===== src/rtl/pwm_line_feeder.sv =====
// pwm_line_feeder: buffers upstream intensity words in a small FIFO and emits
// them as start-framed lines of STAGE words, each followed by a GAP-cycle hold
// so the downstream PWM can consume the whole line before the next one arrives.
module pwm_line_feeder #(
  parameter int unsigned DWIDTH = 8,
  parameter int unsigned STAGE  = 8,
  parameter int unsigned DEPTH  = 16,
  parameter int unsigned GAP    = 4
) (
  input  logic                       clk,
  input  logic                       rst,
  input  logic                       in_valid,
  input  logic [DWIDTH-1:0]          in_data,
  output logic                       in_ready,
  output logic                       start,
  output logic [DWIDTH-1:0]          data,
  output logic                       data_valid,
  output logic                       line_done,
  output logic [$clog2(DEPTH+1)-1:0] fill
);

  localparam int unsigned FW = $clog2(DEPTH + 1);
  localparam int unsigned AW = (DEPTH > 1) ? $clog2(DEPTH) : 1;
  localparam int unsigned CW = $clog2(STAGE + 1);
  localparam int unsigned GW = (GAP > 1) ? $clog2(GAP) : 1;

  localparam logic [FW-1:0] DEPTH_F    = FW'(DEPTH);
  localparam logic [FW-1:0] STAGE_F    = FW'(STAGE);
  localparam logic [AW-1:0] PTR_LAST   = AW'(DEPTH - 1);
  localparam logic [CW-1:0] STAGE_C    = CW'(STAGE);
  localparam logic [CW-1:0] WORD_LAST  = CW'(STAGE - 1);
  localparam logic [GW-1:0] GAP_LAST   = GW'(GAP - 1);

  localparam logic [1:0] IDLE = 2'd0;
  localparam logic [1:0] SEND = 2'd1;
  localparam logic [1:0] HOLD = 2'd2;

  logic [DWIDTH-1:0] mem [DEPTH];
  logic [AW-1:0]     wr_ptr;
  logic [AW-1:0]     rd_ptr;
  logic [FW-1:0]     count;
  logic [1:0]        state;
  logic [CW-1:0]     word_cnt;   // words already popped in the current line
  logic [GW-1:0]     gap_cnt;
  logic              push;
  logic              pop;

  function automatic logic [AW-1:0] ptr_inc(input logic [AW-1:0] p);
    return (p == PTR_LAST) ? '0 : p + AW'(1);
  endfunction

  assign in_ready = (count != DEPTH_F) && !rst;
  assign push     = in_valid && in_ready;
  assign fill     = count;

  // Pop decision: start a line only with a full line buffered, then drain it.
  always_comb begin
    pop = 1'b0;
    case (state)
      IDLE:    pop = (count >= STAGE_F);
      SEND:    pop = (word_cnt != STAGE_C);
      default: pop = 1'b0;
    endcase
  end

  // FIFO storage; writes are already blocked during reset through in_ready.
  always_ff @(posedge clk) begin
    if (push) begin
      mem[wr_ptr] <= in_data;
    end
  end

  // FIFO pointers and occupancy; simultaneous push and pop keep count steady.
  always_ff @(posedge clk) begin
    if (rst) begin
      wr_ptr <= '0;
      rd_ptr <= '0;
      count  <= '0;
    end else begin
      if (push) begin
        wr_ptr <= ptr_inc(wr_ptr);
      end
      if (pop) begin
        rd_ptr <= ptr_inc(rd_ptr);
      end
      case ({push, pop})
        2'b10:   count <= count + FW'(1);
        2'b01:   count <= count - FW'(1);
        default: count <= count;
      endcase
    end
  end

  // Line sequencer: IDLE waits for a full line, SEND emits it, HOLD spaces lines.
  always_ff @(posedge clk) begin
    if (rst) begin
      state      <= IDLE;
      word_cnt   <= '0;
      gap_cnt    <= '0;
      start      <= 1'b0;
      data       <= '0;
      data_valid <= 1'b0;
      line_done  <= 1'b0;
    end else begin
      case (state)
        IDLE: begin
          if (pop) begin
            state      <= SEND;
            data       <= mem[rd_ptr];
            start      <= 1'b1;
            data_valid <= 1'b1;
            line_done  <= (STAGE == 1);
            word_cnt   <= CW'(1);
          end
        end
        SEND: begin
          start <= 1'b0;
          if (pop) begin
            data      <= mem[rd_ptr];
            line_done <= (word_cnt == WORD_LAST);
            word_cnt  <= word_cnt + CW'(1);
          end else begin
            // Last word has been shown; data keeps it through the hold.
            state      <= HOLD;
            data_valid <= 1'b0;
            line_done  <= 1'b0;
            gap_cnt    <= '0;
          end
        end
        HOLD: begin
          if (gap_cnt == GAP_LAST) begin
            state <= IDLE;
          end else begin
            gap_cnt <= gap_cnt + GW'(1);
          end
        end
        default: state <= IDLE;
      endcase
    end
  end

endmodule

===== config.mk =====
export PLATFORM = sky130hd
export DESIGN_NAME = pwm_line_feeder
export DESIGN_NICKNAME = d
export VERILOG_FILES = /design/src/rtl/pwm_line_feeder.sv
export SDC_FILE = /design/constraint.sdc
export NUM_CORES = 1
export LEC_CHECK = 0
export ABC_AREA = 1
export BUFFER_PORTS_ARGS = -buffer_cell sky130_fd_sc_hd__buf_2
export CORE_UTILIZATION = 30
export DETAILED_ROUTE_END_ITERATION = 8
export GPL_TIMING_DRIVEN = 1
export HOLD_SLACK_MARGIN = 0.05
export SLEW_MARGIN = 20
export SYNTH_ARGS = -nofsm -noshare
export SYNTH_HDL_FRONTEND = slang
export SYNTH_SLANG_ARGS = --single-unit

===== constraint.sdc =====
create_clock -name clk -period 2.26 [get_ports clk]
set_clock_uncertainty 0.15 [all_clocks]
set_input_delay 0.565 -clock clk [delete_from_list [all_inputs] [get_ports clk]]
set_output_delay 0.565 -clock clk [all_outputs]
set_load 0.005 [all_outputs]

==> metrics.md, run 1 <==
| Metric | Value |
|---|---|
| Post-Syn Instances | 720 |
| Crit-path max FO | 5 |
| GR Util met3 | 2.66% |
| CP Class | flop to flop |
| FP Rows | 55 |
| GR met2 Demand/Resource | 23.0% |
| H-Tree Depth | 4 |
| Worst skew pair latency | 430 ps |
| Placer Congestion | 0.789 |
| CTS tree | done |
| GRT Overall Usage | 13.7% |
| Synth Cell Area | between 6000 and 7000 sq um |
| Critical Path Start Type | flop |
| Initial core utilization | 30.7% |
| Die area | 23900 sq um |
| Non-Filler Cell Area, Final | 8230 sq um |
| Slew Limit Headroom | approximately 64% |
| First-pass GRT wire length | 24400 um |
| Util after Layout | 36.1% |
| FMAX | 482 MHz |
| Syn nets | 744 |
| Die H | about 150 um |
| Total of max-cap violations | 0 |
| Worst Reg-to-Reg Cells | 12 |
| CP startpoint | word_cnt[0]$_SDFFE_PP0P_ |
| Final hold vios | 0 |
| WP data required | about 2500 ps |
| IO Port Bufs | 27 |
| Ports | 28 |
| FF-to-FF Start | word_cnt[0]$_SDFFE_PP0P_ |
| Async SR Flop Fraction | 0% |
| Setup TNS | 0 ps |
| Sequential element share of the synthesized area | approximately 64% |
| Total power | 8.54 mW |
| Final setup violation count | 0 |
| Vias in the first global route | 4562 |
| Total grt overflow | 0 |
| Critical path arrival | ~2300 ps |
| Core Area | 22800 sq um |
| Most frequent cells after synthesis | nand2_1, edfxtp_1, inv_1 |
| Synth top area share | about 55% |
| # diodes | 0 |
| # clock sinks | 160 |
| Worst vdd ir | 530 uV |
| CP Capture Point | fill[4]$_SDFFE_PP0P_ |
| Placed cell areas | 7620 sq um |
| Area grow syn2layout | 17.7% |
| Syn Area/Cell | slightly below 10 sq um |
| RSZ-0062 raised after global routing | no |
| Pin count of the biggest net entering global routing | 35 |
| DRC viols | 0 |
| Cell leakage power | between 3 and 4 nW |
| Clk slew on worst S/H paths | 60 ps |
| Iter 0 DRT Violations | 374 |
| CTS buffer count | 17 |
| Synth Warn # | 0 |
| Vias per Instance | 4.41 |
| Clock buffer depth | 2 |
| FF+latch count, synth | 160 |
| Crit path time final | 2080 ps |
| Status | finished, final reports clean |
| Layout Nets | between 700 and 800 |
| Layout cells sized above 1 | 12.7% |
| WL/cell | 14.1 um |
| Area contributors post-synth | edfxtp_1, nand2_1, dfxtp_1 |
| DR vias | 4827 |
| Met1 usage | 17.2% |
| Root Driver | clkbuf_16 |
| Hold crit path type | flop to flop |
| DP Wirelength | 9640 um |
| Netlist cell types | 25 |
| Drt total wl | approximately 15000 um |
| Initial antenna violation count | 0 |
| EDFF count, synth | 128 |
| Fillers | 2271 |
| Die span in x | 155 um |
| Count leader, synth | nand2_1 |
| DRT antenna net count | 0 |
| Setup crit end kind | flop |
| Cts hold-fix bufs | 0 |
| Critical R2R Capture | fill[4]$_SDFFE_PP0P_ |
| Slew @ Worst Pin | between 500 and 600 ps |
| Worst reg2reg setup slack | ~180 ps |
| Main synth FF type | edfxtp_1 |
| Yosys top cell by area | edfxtp_1 |
| Pins over their slew limit | 0 |
| GR peak layer | met2 |
| Pwr/cell area | about 1000 nW/um^2 |
| Pre-antenna DRT Iters | 4 |
| Tcrit/Tclk final | roughly nine tenths |
[worst max-delay path, stage by stage, from the launching register on]
cell     delay (ps)
dfxtp_1         320
inv_2            80
ha_1            140
nand3_1         110
nand2_2          90
nand2_2          70
ha_4            200
ha_1            320
a21oi_1         140
nand2_1          70
xnor2_1         140
nand2_1          60
a21oi_1         120
[worst min path at each step]
stage,from,to,depth (start not counted)
2_1_floorplan,gap_cnt[0]$_SDFFE_PP0P_,gap_cnt[0]$_SDFFE_PP0P_,1
3_3_place_gp,gap_cnt[0]$_SDFFE_PP0P_,gap_cnt[0]$_SDFFE_PP0P_,1
3_5_place_dp,start$_SDFFE_PP0P_,start$_SDFFE_PP0P_,2
4_1_cts,gap_cnt[0]$_SDFFE_PP0P_,gap_cnt[0]$_SDFFE_PP0P_,1
5_1_grt,gap_cnt[0]$_SDFFE_PP0P_,gap_cnt[0]$_SDFFE_PP0P_,1
6_report,start$_SDFFE_PP0P_,start$_SDFFE_PP0P_,2
[where the power goes]
part,total [mW],leakage (nW),internal (mW),switching [mW]
Sequential,3.44,1.42,3.34,0.103
Clock,2.87,0.286,1.73,1.15
Combinational,2.22,1.78,0.750,1.47
Total,8.54,3.48,5.82,2.72
[repair_timing]
action | in CTS | in global routing
resized for setup | 0 | 5
setup buffers | 0 | 0
hold endpoints to repair | 0 | 0
endpoints found under the setup margin | 0 | 4
[cells in the final DEF (no fill, tap or decap), types with 3 or more instances in the layout]
master	instances
edfxtp_1	128
buf_4	33
nand3_1	98
buf_2	27
o21ai_0	18
nand2_1	225
dfxtp_1	31
clkinv_1	7
nor2_1	29
a21oi_1	21
inv_1	99
xor2_1	4
clkinv_2	3
ha_1	10
nor3_1	5
nand4_1	3
clkbuf_16	17
bufinv_16	3
[logic make-up after synthesis]
group | share of synthesized area [%]
flops | 64.1
buf+inv | 7.93
fa+ha+maj | 2.43
compound gates | 3.08
xor+xnor | 0.752
simple gates | 21.7
[layer usage]
metal	vias up	wire [um]	part of all wire, %
met5	-	0	0
met4	0	321	2.1
met3	26	478	3.1
met2	80	7610	49
met1	2281	7070	46
li1	2440	-	-
[final cells by class]
type                    count  area (sq um)  area share [%]
flip-flops and latches    160          4490            54.5
multi-input cells         425          1980            24.1
clock buffers              17           425            5.17
inverters                 105           394            4.79
well taps                 313           392            4.76
repair buffers             60           383            4.65
clock inverters            15           166            2.02
[registers in the layout, indices dropped and copies added (netlist names)]
signal	cells
data	8
data_valid	1
fill	5
gap_cnt	2
line_done	1
mem	128
rd_ptr	4
start	1
state	2
word_cnt	4
wr_ptr	4
[stage by stage]
| step | worst slack (ps) | hold slack, ps | std cells |
|---|---|---|---|
| final | 183 | 306 | 1095 |
| after global routing | 23.2 | 315 | 1095 |
| after CTS | 59.1 | 307 | 1095 |
| after detailed placement | 70.1 | 298 | 1063 |
| after global placement | 99.1 | 296 | 1063 |
| after floorplan | 7.69 | 283 | 720 |
Note: power is estimated with default switching activity, not from simulation.
==> inputs of run 2 (changes only) <==
--- a/config.mk
+++ b/config.mk
@@ -5,9 +5,9 @@
 export SDC_FILE = /design/constraint.sdc
 export NUM_CORES = 1
 export LEC_CHECK = 0
-export ABC_AREA = 1
 export BUFFER_PORTS_ARGS = -buffer_cell sky130_fd_sc_hd__buf_2
 export CORE_UTILIZATION = 30
+export CTS_CLUSTER_DIAMETER = 40
 export DETAILED_ROUTE_END_ITERATION = 8
 export GPL_TIMING_DRIVEN = 1
 export HOLD_SLACK_MARGIN = 0.05
==> run 2 against run 1 <==
- the run now ends with negative setup slack left
- first-iteration DRC count down 34%
- sequential power down 1%
- worst setup slack worse by 520 ps
- largest power group unchanged
- critical path type unchanged
==> metrics.md, run 2 <==
| Metric | Value |
|---|---|
| Status | finished, violations left |
| Failing checks | negative setup slack |
| Post-synthesis xor/xnor area fraction | less than 1% |
| CTS buffer count | 17 |
| Vias per Instance | slightly below 5 |
| Main synth FF type | edfxtp_1 |
| Sw Pwr | 1.99 mW |
| Crit-path max FO | 6 |
| Area grow syn2layout | 22.1% |
| Sequential element share of the synthesized area | 69.2% |
| DP Wirelength | between 9000 and 10000 um |
| Root Driver | clkbuf_16 |
| CP Class | flop to flop |
| Core Area | 21100 sq um |
| DRC viols | 0 |
| Clk network pwr share | 35.0% |
| Initial antenna violation count | 0 |
| Yosys top cell by area | edfxtp_1 |
| Synth top area share | 59.3% |
| Reg area | 4490 sq um |
| FF-to-FF Start | word_cnt[1]$_SDFFE_PP0P_ |
| Crit path time final | 2600 ps |
| Async SR Flop Fraction | 0% |
| Net Sw Frac | 25.8% |
| Synth Cell Area | 6480 sq um |
| Clk slew on worst S/H paths | 60 ps |
| Fillers | 1948 |
| Max FFs per register | 128 |
| Pin count of the biggest net entering global routing | 33 |
| GRT Overall Usage | 13.2% |
| Pins over their slew limit | 0 |
| Post-synthesis simple-gate area fraction | 7.59% |
| Util after Layout | 37.5% |
| Tcrit/Tclk final | 115% |
| Ports | 28 |
| Worst Reg-to-Reg Cells | 11 |
| H-Tree Depth | 4 |
| Area contributors post-synth | edfxtp_1, dfxtp_1, mux2i_1 |
| Slew Limit Headroom | 62.9% |
| Worst skew pair latency | 410 ps |
| Slew @ Worst Pin | 557 ps |
| Critical Path Start Type | flop |
| Hold Path Origin | start$_SDFFE_PP0P_ |
| Most frequent cells in the layout | edfxtp_1, buf_4, nor2_1 |
| Layout Cells excl Fill | 779 |
| Total grt overflow | 0 |
| FF+latch count, synth | 160 |
| Die H | 149 um |
| FMAX | 385 MHz |
| Slack of the critical path | -338 ps |
| DR vias | 3799 |
| WL/cell | approximately 18 um |
| CTS tree | done |
| Setup crit end kind | flop |
| GR met2 Demand/Resource | roughly 22% |
| Largest register by flop count | mem |
| Hold EP | start$_SDFFE_PP0P_ |
| Post-Syn Instances | ~420 |
| RSZ-0062 raised after global routing | yes |
| Area of the multi-input gates | 1960 sq um |
| Iter 0 DRT Violations | 246 |
| Pre-antenna DRT Iters | 4 |
| Worst reg2reg setup slack | -340 ps |
| Layout Nets | approximately 520 |
| Vias in the first global route | 3920 |
| # diodes | 0 |
| Count leader, synth | edfxtp_1 |
| Cell leakage power | roughly 2.7 nW |
| FP Rows | 53 |
| Hold Path Depth | 2 |
| Final setup violation count | 3 |
| Total of max-cap violations | 0 |
| Synth Area in Adders | 2.63% |
| Initial core utilization | 30.7% |
| Largest family of logic cells by synthesized area | multiplexers |
| Most frequent cells after synthesis | edfxtp_1, nor2_1, mux2i_1 |
| Placer Congestion | 0.805 |
| Layout cells sized above 1 | 28.8% |
| Netlist cell types | 48 |
| Sequential share of power | a little over two fifths |
| DRT antenna net count | 0 |
| Die area | 22200 sq um |
| Syn nets | 445 |
| Synth Area in Compound Gates | 5.95% |
| IO Port Bufs | 27 |
| First-pass GRT wire length | approximately 21000 um |
| Die span in x | between 100 and 150 um |
| EDFF count, synth | 128 |
| Clock buffer depth | 2 |
| Mux contribution to synthesized area | 11.5% |
| Hold crit path type | flop to flop |
| Placed insts | 745 |
| Drt total wl | 13800 um |
| Final hold vios | 0 |
| Synth Warn # | 0 |
| GR peak layer | met2 |
| GR Util met3 | under 10% |
| Most common cell after layout, fill and taps aside | edfxtp_1 |
| Critical R2R Capture | fill[4]$_SDFFE_PP0P_ |
| Comb pwr share | 21.0% |
| Worst vdd ir | 385 uV |
| Critical path arrival | 2740 ps |
| Pwr/cell area | 971 nW/um^2 |
| # clock sinks | 160 |
| Int Power | 5.70 mW |
| Setup TNS | -568 ps |
| Syn Area/Cell | 15.4 sq um |
| WP data required | 2410 ps |
| Met1 usage | 16.2% |
run 2: changes by cell type after synthesis, moves of 8 or more:
cell and delta:
inv_1 -88, a22o_1 +8, nor4_1 +9, buf_2 -11
mux2i_1 +36, nand2_1 -213, a21oi_1 -8, o21ai_0 -13
nor2_1 +8, nand3_1 -95, nor3_1 +10, mux4_2 +13
o22ai_1 +15
run 2: worst max-delay path, cell delays in order, from the launching register on:
cell	delay, ps
dfxtp_2	320
inv_2	70
ha_4	140
nand3b_1	140
a2bb2oi_4	190
inv_2	60
ha_4	180
fa_2	350
a21o_1	190
a21oi_2	140
mux2i_1	210
mux2_2	350
run 2: repair_timing:
item | in CTS | in global routing
gates resized for setup | 3 | 14
pin swaps | 0 | 14
endpoints found under the setup margin | 4 | 7
buffers inserted | 1 | 3
hold buffers | 0 | 0
run 2: logic make-up (layout without fill, tap and decap cells):
logic type | count (synthesis) | in the layout
XOR/XNOR | 4 | 4
AO/OA/AOI/OAI | 57 | 57
AND/OR/NAND/NOR | 99 | 99
flip-flops | 160 | 160
buffers and inverters | 35 | 118
multiplexers | 53 | 53
adder cells (fa/ha/maj) | 13 | 13
run 2: worst max-delay path by stage:
stage / from / endpoint / slack (ps)
2_1_floorplan: rst / fill[4]$_SDFFE_PP0P_ / -490
6_report: word_cnt[1]$_SDFFE_PP0P_ / fill[4]$_SDFFE_PP0P_ / -340
4_1_cts: word_cnt[0]$_SDFFE_PP0P_ / fill[4]$_SDFFE_PP0P_ / -330
3_3_place_gp: rst / fill[4]$_SDFFE_PP0P_ / -380
3_5_place_dp: rst / fill[4]$_SDFFE_PP0P_ / -420
5_1_grt: word_cnt[1]$_SDFFE_PP0P_ / fill[4]$_SDFFE_PP0P_ / -440
run 2: metrics by stage:
step,cell area (sq um),hold slack (ps),power [mW],setup slack [ps]
5_1_grt,7920,334,8.04,-442
4_1_cts,7830,319,7.71,-328
3_3_place_gp,7250,286,4.90,-384
6_report,7920,317,7.69,-338
3_5_place_dp,7250,309,4.95,-418
2_1_floorplan,6560,300,4.41,-493
run 2: metal layers:
metal	part of all wire [%]	wire length (um)
met1	43	6000
met2	50	6920
met4	1.1	149
met3	5.5	754
met5	0	0
run 2: power groups by stage:
stage	clock, mW	sequential (mW)	combinational, mW
final	2.69	3.39	1.61
after global routing	2.88	3.40	1.76
after CTS	2.76	3.38	1.57
after detailed placement	0	3.44	1.51
after global placement	0	3.43	1.47
after floorplan	0	3.46	0.946
run 2: cell type report:
cell class,count,area share (%)
multi-input combinational,226,24.8
sequential,160,56.7
clock inverter,11,1.49
clock buffer,19,5.47
tap,275,4.35
timing repair buffer,76,6.61
inverter,12,0.569
==> inputs of run 3 (changes only) <==
--- a/config.mk
+++ b/config.mk
@@ -6,6 +6,7 @@
 export NUM_CORES = 1
 export LEC_CHECK = 0
 export BUFFER_PORTS_ARGS = -buffer_cell sky130_fd_sc_hd__buf_2
+export CORE_MARGIN = 8
 export CORE_UTILIZATION = 30
 export CTS_CLUSTER_DIAMETER = 40
 export DETAILED_ROUTE_END_ITERATION = 8
==> run 3 against run 2 <==
- the run still ends with negative setup slack left
- non-clock buffer count grew 6
- sequential cell count is the same
- die area grew 20%
- final cell count grew 1.0%
- sequential share of layout area shrank 0.63 points
- first-iteration DRC count grew 26%
- via count shrank 0.29%
- final area grew 1.1%
- register-to-register slack gained 40 ps
- maximum frequency grew 1.7%
- global-route usage shrank 2.6 points
- worst setup slack gained 44 ps
- critical endpoint unchanged
- largest cell class unchanged
==> metrics.md, run 3 (synthesized netlist as in run 2, its figures left out) <==
| Metric | Value |
|---|---|
| First-pass GRT wire length | 21100 um |
| Largest register by flop count | mem |
| Vias in the first global route | 3844 |
| Hold crit path type | flop to flop |
| Crit path time final | 2550 ps |
| DRT antenna net count | 0 |
| Layout cells sized above 1 | 30.5% |
| # diodes | 0 |
| Status | finished, violations left |
| Pre-antenna DRT Iters | 4 |
| Final setup violation count | 2 |
| Final hold vios | 0 |
| Total of max-cap violations | 0 |
| Worst skew pair latency | 420 ps |
| Layout Cells excl Fill | approximately 790 |
| Most common cell after layout, fill and taps aside | edfxtp_1 |
| Core Area | 21100 sq um |
| Slew Limit Headroom | 50.9% |
| FP Rows | 53 |
| Clk slew on worst S/H paths | 60 ps |
| Root Driver | clkbuf_16 |
| DRC viols | 0 |
| Tcrit/Tclk final | 113% |
| Crit-path max FO | 4 |
| Area grow syn2layout | 23.5% |
| Slew @ Worst Pin | 734 ps |
| Critical Path Start Type | flop |
| Cell leakage power | ~2.8 nW |
| H-Tree Depth | 4 |
| WP data required | 2420 ps |
| CTS tree | done |
| WL/cell | 17.4 um |
| Pins over their slew limit | 0 |
| # clock sinks | 160 |
| Vias per Instance | 4.81 |
| Die area | 26600 sq um |
| Pwr/cell area | 975 nW/um^2 |
| Ports | 28 |
| Pin count of the biggest net entering global routing | 37 |
| CTS buffer count | 17 |
| CP Class | flop to flop |
| Placed insts | 749 |
| IO Port Bufs | 27 |
| FMAX | 392 MHz |
| Worst vdd ir | 489 uV |
| DR vias | 3788 |
| Iter 0 DRT Violations | 309 |
| Die H | about 160 um |
| Clock buffer depth | 2 |
| Drt total wl | roughly 14000 um |
| Max FFs per register | around 130 |
| Setup crit end kind | flop |
| RSZ-0062 raised after global routing | yes |
| Initial core utilization | 30.7% |
| Cts hold-fix bufs | 0 |
| Placer Congestion | roughly 0.73 |
| Total grt overflow | 0 |
| Util after Layout | 37.9% |
| Slack of the critical path | -293 ps |
| GRT Overall Usage | 10.6% |
| Most frequent cells in the layout | edfxtp_1, buf_4, nor2_1 |
| Pre-CTS setup slack | -408 ps |
| Critical path arrival | 2710 ps |
| Initial antenna violation count | 0 |
| Die span in x | 163 um |
| Layout Nets | 523 |
| DP Wirelength | just over 9000 um |
| Failing checks | negative setup slack |
run 3: layer usage:
layer | up-vias | GRT usage (%) | wire length [um]
met4 | 0 | 4.00 | 226
li1 | 1784 | - | -
met3 | 18 | 2.93 | 702
met5 | - | 0 | 0
met2 | 80 | 17.7 | 6880
met1 | 1906 | 12.8 | 5910
run 3: cell type report:
class | instances | area, sq um
repair buffers | 82 | 577
inverters | 12 | 45.0
clock inverters | 13 | 120
clock buffers | 19 | 464
well taps | 275 | 344
multi-input cells | 226 | 1960
fillers | 1957 | 13100
flip-flops and latches | 160 | 4490
run 3: per-stage QoR:
step           setup TNS, ps  total power, mW  cell area, sq um  hold WS (ps)
2_1_floorplan           -598             4.41              6560           300
3_3_place_gp            -444             4.91              7290           291
3_5_place_dp            -610             4.96              7290           291
4_1_cts                 -327             7.77              7920           302
5_1_grt                 -558             8.16              8000           324
6_report                -380             7.80              8000           300
run 3: power by group:
| group | internal, mW | switching [mW] |
|---|---|---|
| clock | 1.54 | 1.20 |
| combinational | 0.858 | 0.821 |
| sequential | 3.31 | 0.0758 |
run 3: final timing paths:
path                                               start                   end  slack [ps]  depth (start not counted)
worst max-delay path            word_cnt[1]$_SDFFE_PP0P_  fill[4]$_SDFFE_PP0P_        -290                         11
worst min-delay path                  start$_SDFFE_PP0P_    start$_SDFFE_PP0P_         300                          2
worst max register to register  word_cnt[1]$_SDFFE_PP0P_  fill[4]$_SDFFE_PP0P_        -290                         11
worst min register to register        start$_SDFFE_PP0P_    start$_SDFFE_PP0P_         300                          2
run 3: repair_timing:
item | CTS | global route
gates resized for setup | 8 | 7
setup buffers | 1 | 6
setup endpoints to repair | 5 | 8
pin swaps | 7 | 7
run 3: worst max-delay path, stage by stage, from the launching register on:
cell       delay (ps)
dfxtp_2           320
inv_2              70
ha_4              130
nand3b_1          150
a2bb2oi_4         170
inv_2              70
ha_4              180
fa_2              360
a21o_1            170
a21oi_2           130
mux2i_1           210
mux2_2            340
